==> src/rtl/video_pkg.sv <==
// -----------------------------------------------------------------------------
// video_pkg
// Shared definitions for the Sobel line scheduler.
//   - sched_state_e : scheduler FSM encoding (IDLE/FILL0/FILL1/RUN)
//   - NUM_BANKS     : number of line-buffer banks in the rotation (3)
//   - bank_mod_add  : (bank + step) mod NUM_BANKS for 2-bit bank indices
// -----------------------------------------------------------------------------
package video_pkg;

    typedef enum logic [1:0] {
        IDLE  = 2'd0,
        FILL0 = 2'd1,
        FILL1 = 2'd2,
        RUN   = 2'd3
    } sched_state_e;

    localparam logic [1:0] NUM_BANKS = 2'd3;

    // Modular add on bank indices; both operands are expected in 0..2.
    function automatic logic [1:0] bank_mod_add(input logic [1:0] bank,
                                                input logic [1:0] step);
        logic [2:0] sum;
        sum = {1'b0, bank} + {1'b0, step};
        if (sum >= {1'b0, NUM_BANKS}) begin
            sum = sum - {1'b0, NUM_BANKS};
        end else begin
            sum = sum;
        end
        return sum[1:0];
    endfunction

endpackage

==> src/rtl/line_bank_rot.sv <==
// -----------------------------------------------------------------------------
// line_bank_rot
// Three-bank line-buffer rotation. The write bank advances once per completed
// line; the two read banks hold the previous two lines.
// Ports:
//   video_clk        : pixel clock, rising edge
//   rst              : asynchronous active-high reset
//   clear            : return the write bank to 0 (frame start)
//   advance          : step the write bank (end of a line)
//   wr_bank [1:0]    : bank currently being written (row N)
//   top_bank [1:0]   : bank holding row N-2, (wr_bank+1) mod 3
//   mid_bank [1:0]   : bank holding row N-1, (wr_bank+2) mod 3
// -----------------------------------------------------------------------------
module line_bank_rot
    import video_pkg::*;
(
    input  logic       video_clk,
    input  logic       rst,
    input  logic       clear,
    input  logic       advance,
    output logic [1:0] wr_bank,
    output logic [1:0] top_bank,
    output logic [1:0] mid_bank
);

    logic [1:0] bank_r;

    // Write-bank register: clear wins over advance
    always_ff @(posedge video_clk or posedge rst) begin
        if (rst) begin
            bank_r <= 2'd0;
        end else if (clear) begin
            bank_r <= 2'd0;
        end else if (advance) begin
            bank_r <= bank_mod_add(bank_r, 2'd1);
        end else begin
            bank_r <= bank_r;
        end
    end

    assign wr_bank  = bank_r;
    assign top_bank = bank_mod_add(bank_r, 2'd1);
    assign mid_bank = bank_mod_add(bank_r, 2'd2);

endmodule

==> src/rtl/sobel_line_sched.sv <==
// -----------------------------------------------------------------------------
// sobel_line_sched
// Line-buffer scheduler for a 3x3 Sobel window. Tracks column/line position
// from vs/de, drives the line-buffer write port, selects the two read banks
// and flags when the 3x3 window is valid and when it touches a frame edge.
//
// Optional feature: define SOBEL_SCHED_LINE_CHECK_EN to enable line-length
// checking (sticky line_err, column saturation and write suppression on
// overlong lines). Without it, line_err is 0 and col wraps after H_SIZE-1.
//
// Parameters: H_SIZE (pixels/line), V_SIZE (lines/frame),
//             ADDR_W (column width, at least clog2(H_SIZE+1))
// Ports:
//   video_clk, rst        : pixel clock, asynchronous active-high reset
//   vs, de                : frame sync and pixel valid
//   wr_en/wr_bank/wr_addr : line-buffer write strobe, bank, column
//   rd_addr, top_bank, mid_bank : read column and banks for rows N-2 / N-1
//   win_valid, border     : window usable / window on a frame edge
//   frame_done            : one-cycle pulse at the end of a complete frame
//   line_err              : sticky line-length error
//   state                 : FSM state (debug)
// -----------------------------------------------------------------------------
module sobel_line_sched
    import video_pkg::*;
#(
    parameter int H_SIZE = 1024,
    parameter int V_SIZE = 768,
    parameter int ADDR_W = 11
) (
    input  logic              video_clk,
    input  logic              rst,
    input  logic              vs,
    input  logic              de,
    output logic              wr_en,
    output logic [1:0]        wr_bank,
    output logic [ADDR_W-1:0] wr_addr,
    output logic [ADDR_W-1:0] rd_addr,
    output logic [1:0]        top_bank,
    output logic [1:0]        mid_bank,
    output logic              win_valid,
    output logic              border,
    output logic              frame_done,
    output logic              line_err,
    output logic [1:0]        state
);

    localparam int                LINE_W   = $clog2(V_SIZE + 1);
    localparam logic [ADDR_W-1:0] COL_ZERO = {ADDR_W{1'b0}};
    localparam logic [ADDR_W-1:0] H_LAST   = ADDR_W'(H_SIZE - 1);
    localparam logic [LINE_W-1:0] V_LAST   = LINE_W'(V_SIZE - 1);
    localparam logic [LINE_W-1:0] LINE_TWO = LINE_W'(2);
`ifdef SOBEL_SCHED_LINE_CHECK_EN
    localparam logic [ADDR_W-1:0] H_FULL   = ADDR_W'(H_SIZE);
`endif

    sched_state_e      state_r;
    sched_state_e      state_nxt_s;
    logic              vs_r;
    logic              de_r;
    logic [ADDR_W-1:0] col_r;
    logic [ADDR_W-1:0] col_nxt_s;
    logic [LINE_W-1:0] line_r;

    logic              frame_start_s;
    logic              de_fall_s;
    logic              active_s;
    logic              run_s;
    logic              pix_s;
    logic              line_adv_s;
    logic              last_line_s;
    logic              frame_end_s;
    logic              overrun_s;
    logic              wr_en_nxt_s;
    logic              win_nxt_s;
    logic              border_nxt_s;

    logic              wr_en_r;
    logic [ADDR_W-1:0] wr_addr_r;
    logic [ADDR_W-1:0] rd_addr_r;
    logic              win_valid_r;
    logic              border_r;
    logic              frame_done_r;

    // Edge-detect registers for vs and de
    always_ff @(posedge video_clk or posedge rst) begin
        if (rst) begin
            vs_r <= 1'b0;
            de_r <= 1'b0;
        end else begin
            vs_r <= vs;
            de_r <= de;
        end
    end

    assign frame_start_s = vs & ~vs_r;
    assign de_fall_s     = de_r & ~de;
    // A frame start on the same cycle as a de fall aborts the line instead of completing it
    assign line_adv_s    = de_fall_s & active_s & ~frame_start_s;
    assign last_line_s   = (line_r == V_LAST);
    assign frame_end_s   = run_s & line_adv_s & last_line_s;
    assign pix_s         = de & active_s;

    // FSM state register
    always_ff @(posedge video_clk or posedge rst) begin
        if (rst) begin
            state_r <= IDLE;
        end else begin
            state_r <= state_nxt_s;
        end
    end

    // FSM next state: frame start from any state, otherwise advance per completed line
    always_comb begin
        state_nxt_s = state_r;
        if (frame_start_s) begin
            state_nxt_s = FILL0;
        end else if (line_adv_s) begin
            case (state_r)
                FILL0:   state_nxt_s = FILL1;
                FILL1:   state_nxt_s = RUN;
                RUN:     state_nxt_s = last_line_s ? IDLE : RUN;
                default: state_nxt_s = state_r;
            endcase
        end else begin
            state_nxt_s = state_r;
        end
    end

    // FSM output decode
    always_comb begin
        active_s = (state_r != IDLE);
        run_s    = (state_r == RUN);
    end

    // Overlong-pixel detection (only meaningful with line checking)
    always_comb begin
`ifdef SOBEL_SCHED_LINE_CHECK_EN
        overrun_s = pix_s & (col_r == H_FULL);
`else
        overrun_s = 1'b0;
`endif
    end

    // Column next value: cleared at line end / frame start, saturates or wraps at the line end
    always_comb begin
        col_nxt_s = col_r;
        if (frame_start_s || line_adv_s) begin
            col_nxt_s = COL_ZERO;
        end else if (pix_s) begin
`ifdef SOBEL_SCHED_LINE_CHECK_EN
            if (overrun_s) begin
                col_nxt_s = col_r;
            end else begin
                col_nxt_s = col_r + ADDR_W'(1);
            end
`else
            if (col_r == H_LAST) begin
                col_nxt_s = COL_ZERO;
            end else begin
                col_nxt_s = col_r + ADDR_W'(1);
            end
`endif
        end else begin
            col_nxt_s = col_r;
        end
    end

    // Column and line position counters
    always_ff @(posedge video_clk or posedge rst) begin
        if (rst) begin
            col_r  <= COL_ZERO;
            line_r <= {LINE_W{1'b0}};
        end else begin
            col_r <= col_nxt_s;
            if (frame_start_s) begin
                line_r <= {LINE_W{1'b0}};
            end else if (line_adv_s) begin
                line_r <= line_r + LINE_W'(1);
            end else begin
                line_r <= line_r;
            end
        end
    end

    // Window qualifiers computed from the pre-increment column, registered with wr_en
    always_comb begin
        wr_en_nxt_s  = pix_s & ~overrun_s;
        win_nxt_s    = wr_en_nxt_s & run_s;
        border_nxt_s = win_nxt_s & ((col_r == COL_ZERO) || (col_r == H_LAST) ||
                                    (line_r == LINE_TWO));
    end

    // Registered write/read port and status outputs
    always_ff @(posedge video_clk or posedge rst) begin
        if (rst) begin
            wr_en_r      <= 1'b0;
            wr_addr_r    <= COL_ZERO;
            rd_addr_r    <= COL_ZERO;
            win_valid_r  <= 1'b0;
            border_r     <= 1'b0;
            frame_done_r <= 1'b0;
        end else begin
            wr_en_r      <= wr_en_nxt_s;
            wr_addr_r    <= col_r;
            rd_addr_r    <= col_r;
            win_valid_r  <= win_nxt_s;
            border_r     <= border_nxt_s;
            frame_done_r <= frame_end_s;
        end
    end

`ifdef SOBEL_SCHED_LINE_CHECK_EN
    logic short_s;
    logic line_err_r;

    assign short_s = line_adv_s & (col_r != H_FULL);

    // Sticky line-length error, cleared only by a new frame
    always_ff @(posedge video_clk or posedge rst) begin
        if (rst) begin
            line_err_r <= 1'b0;
        end else if (frame_start_s) begin
            line_err_r <= 1'b0;
        end else if (overrun_s || short_s) begin
            line_err_r <= 1'b1;
        end else begin
            line_err_r <= line_err_r;
        end
    end

    assign line_err = line_err_r;
`else
    assign line_err = 1'b0;
`endif

    line_bank_rot u_bank_rot (
        .video_clk (video_clk),
        .rst       (rst),
        .clear     (frame_start_s),
        .advance   (line_adv_s),
        .wr_bank   (wr_bank),
        .top_bank  (top_bank),
        .mid_bank  (mid_bank)
    );

    assign wr_en      = wr_en_r;
    assign wr_addr    = wr_addr_r;
    assign rd_addr    = rd_addr_r;
    assign win_valid  = win_valid_r;
    assign border     = border_r;
    assign frame_done = frame_done_r;
    assign state      = state_r;

endmodule

==> config.mk <==
export PLATFORM = sky130hd
export DESIGN_NAME = sobel_line_sched
export DESIGN_NICKNAME = d
export VERILOG_FILES = /design/src/rtl/video_pkg.sv /design/src/rtl/line_bank_rot.sv /design/src/rtl/sobel_line_sched.sv
export SDC_FILE = /design/constraint.sdc
export NUM_CORES = 1
export LEC_CHECK = 0
export BUFFER_PORTS_ARGS = -buffer_cell sky130_fd_sc_hd__buf_4
export CORE_ASPECT_RATIO = 1.5
export CORE_MARGIN = 2
export CORE_UTILIZATION = 58
export DETAILED_ROUTE_END_ITERATION = 10
export PLACE_DENSITY = 0.85
export REMOVE_ABC_BUFFERS = 1
export SLEW_MARGIN = 15
export SYNTH_ARGS = -nofsm -noshare
export SYNTH_HDL_FRONTEND = slang
export SYNTH_SLANG_ARGS = --single-unit
==> constraint.sdc <==
create_clock -name video_clk -period 3.5 [get_ports video_clk]
set_input_delay 0.175 -clock video_clk [delete_from_list [all_inputs] [get_ports video_clk]]
set_output_delay 0.175 -clock video_clk [all_outputs]
set_load 0.03 [all_outputs]
==> results.yml <==
cells_and_area:
  drive_gt1_share_pct: 23.8
  multi_input_area_um2: 800
  syn_to_final_growth_pct: 19.5
  ff_latch_area_mm2: 0.00105
  fillCellCount: 242
  final_nets: 235
  stdcell_count: 265
  antenna_cells: 0
  final_core_util_pct: 71.5
synth:
  yosysSeqAreaShare_pct: 52.4
  synthCells: 191
  yosys_warnings: 0
  synthTopCellsByArea: "dfrtp_1, ha_1, buf_4"
  yosysMostFrequentCell: "dfrtp_1"
  avgSynthCellArea_um2: 10.5
  synthFlopType: "dfrtp_1"
  synth_edf_count: 0
  synth_top_area_share_pct: 52.4
  ys_seq_elements: 42
  yosysTopAreaCell: "dfrtp_1"
  synth_cell_types: 38
  synth_area_mm2: 0.00201
  synth_common_cells: "dfrtp_1, nand2_1, nor2_1"
  async_reset_ff_share_pct: 100
route:
  vias_per_cell: 5.58
  routed_wl_um: 3790
  drtIter0Drc: 40
  drt-pass1-iter-count: 4
  vias: 1478
  drt-wirelength-per-cell_um: 14.3
  drcViolationCount: 0
  antenna_left: 0
cts:
  cts_num_sinks: 42
  cts_made_buffers: 5
  cts_buffer_depth: 2
  insertion_delay_ps: 300
  cts-root-buf: "clkbuf_8"
  clk_pin_slew_ps: 80
  cts_tree: "built"
  htree_levels: 2
worst_setup_path:
  required_ps: 3720
  ff2ff_path_depth: 5
  crit_path_max_fanout: 9
  arrival_ps: 2040
  crit_type: "flop to flop"
  r2r_start: "state[0]$_DFFE_PP0P_"
  start_kind: "flop"
  crit_path_start: "state[0]$_DFFE_PP0P_"
  end_kind: "flop"
pwr:
  p_seq_share_pct: 39.1
  p_leak_uw: 0.00118
  switching_share_pct: 33.8
  p_switching_uw: 514
  power.internal_uw: 1010
  p_per_area_mw_per_mm2: 635
  peakVddDrop_mv: 0.756
  p_clk_share_pct: 30.9
  p_comb_share_pct: 30.0
sta:
  tns_ps: 0
  rsz0062_at_grt: "no"
  fin_skew_ps: 4.67
  slew_headroom_pct: 60.0
  setup_viol: 0
  maxSlewViolCount: 0
  hold_ws_ps: -7.49
  worst_pin_slew_ps: 598
  hold_viol_final: 4
  period_minus_slack_ps: 1820
  finalCritPeriodShare_pct: 51.9
  fmax_ghz: 0.551
grt:
  grt_pass1_vias: 1494
  grt_pass1_wl_um: 6580
  grt_usage_pct: 22.2
  gr-total-overflow: 0
  antenna_found_initial: 0
  grt_max_degree: 43
placement:
  gp_congestion: 0.834
  placed_cells: 256
  portBuffers: 37
  hpwlAfterDp_um: 2700
min_path:
  hp-class: "primary input to asynchronous set/reset pin"
floorplan:
  fp.dieArea_mm2: 0.00395
  rows: 26
  die_x_um: 52.0
  core-area_mm2: 0.00335
  initial_core_util_pct: 59.9
  ioPinCount: 39
  fp.dieH_um: 76.0
run_status:
  violations: "negative hold slack"
  status: "finished, violations left"
job:
  timing.max_cap.violations: 0
## layer usage
metal	track usage, %	up-vias	routed length (um)
met2	39.4	52	2090
li1	-	698	-
met3	5.49	13	179
met5	0	-	0
met4	9.47	0	92
met1	23.9	715	1420
## state kept, by name, summed over array words and instances (netlist names)
| name | flops |
|---|---|
| line_r | 10 |
| border | 1 |
| state | 2 |
| win_valid | 1 |
| frame_done | 1 |
| col_r | 11 |
| vs_r | 1 |
| wr_en | 1 |
| de_r | 1 |
| rd_addr | 11 |
| u_bank_rot.wr_bank | 2 |
## worst max-delay path: stages, from the launching register on
cell and delay (ps):
dfrtp_1 380, inv_1 90, ha_1 250, or3b_1 500, or3_1 390, a21oi_1 140
## stage by stage
| stage | setup slack, ps | area, um^2 | total power, uW |
|---|---|---|---|
| after floorplan | 1230 | 1890 | 898 |
| after global placement | 1760 | 2240 | 1040 |
| after detailed placement | 1710 | 2240 | 1060 |
| after CTS | 1690 | 2400 | 1530 |
| after global routing | 1540 | 2400 | 1590 |
| final | 1680 | 2400 | 1520 |
## power groups by stage
stage	Sequential [uW]	Combinational, uW	Clock (uW)
4_1_cts	595	462	474
6_report	595	456	471
5_1_grt	604	492	495
3_5_place_dp	604	455	0
2_1_floorplan	690	208	0
3_3_place_gp	600	444	0
## layout by cell type (no fill, tap or decap), types with 2 or more instances in the layout
cell type and n:
xor2_1 4, nand4_1 7, nor2_1 17, xnor2_1 9, ha_1 9, nand2_1 19
buf_4 40, o21ai_0 2, dfrtp_1 42, bufinv_16 2, nor4_1 4, nand2b_1 2
nor2b_1 2, clkbuf_8 6, or3_1 2, inv_1 11, a21oi_1 8, nor3_1 7
nand3_1 5, and3_1 3, a211oi_1 2, mux2i_1 2, a2111oi_2 2
## final timing paths
path / endpoint / slack, ps
worst max-delay path: line_r[4]$_DFFE_PP0N_ / 1680
worst min-delay path: vs_r$_DFF_PP0_ / -7
worst max register to register: line_r[4]$_DFFE_PP0N_ / 1680
worst min register to register: rd_addr[10]$_DFF_PP0_ / 430
max in group asynchronous: frame_done$_DFF_PP0_ / 3160
min in group video_clk: de_r$_DFF_PP0_ / 30
## cells by family after synthesis
family,after synthesis,share of synthesized area (%)
simple gates,75,19.7
flops,42,52.4
buf+inv,28,7.74
compound gates,21,7.74
xor+xnor,13,5.68
fa+ha+maj,9,5.61
mux,2,0.998
other cells,1,0.187
## layout make-up
cell class,count,area share [%]
well taps,42,2.19
multi-input cells,121,33.4
repair buffers,41,12.9
flip-flops and latches,42,43.8
inverters,11,1.72
clock inverters,2,2.51
clock buffers,6,3.44
## timing repair
action	CTS	global route
hold endpoints to repair	1	0
buffers inserted	0	0
gates resized for setup	0	0
hold buffers	1	0
No activity file was read; power rests on OpenSTA's default activity.
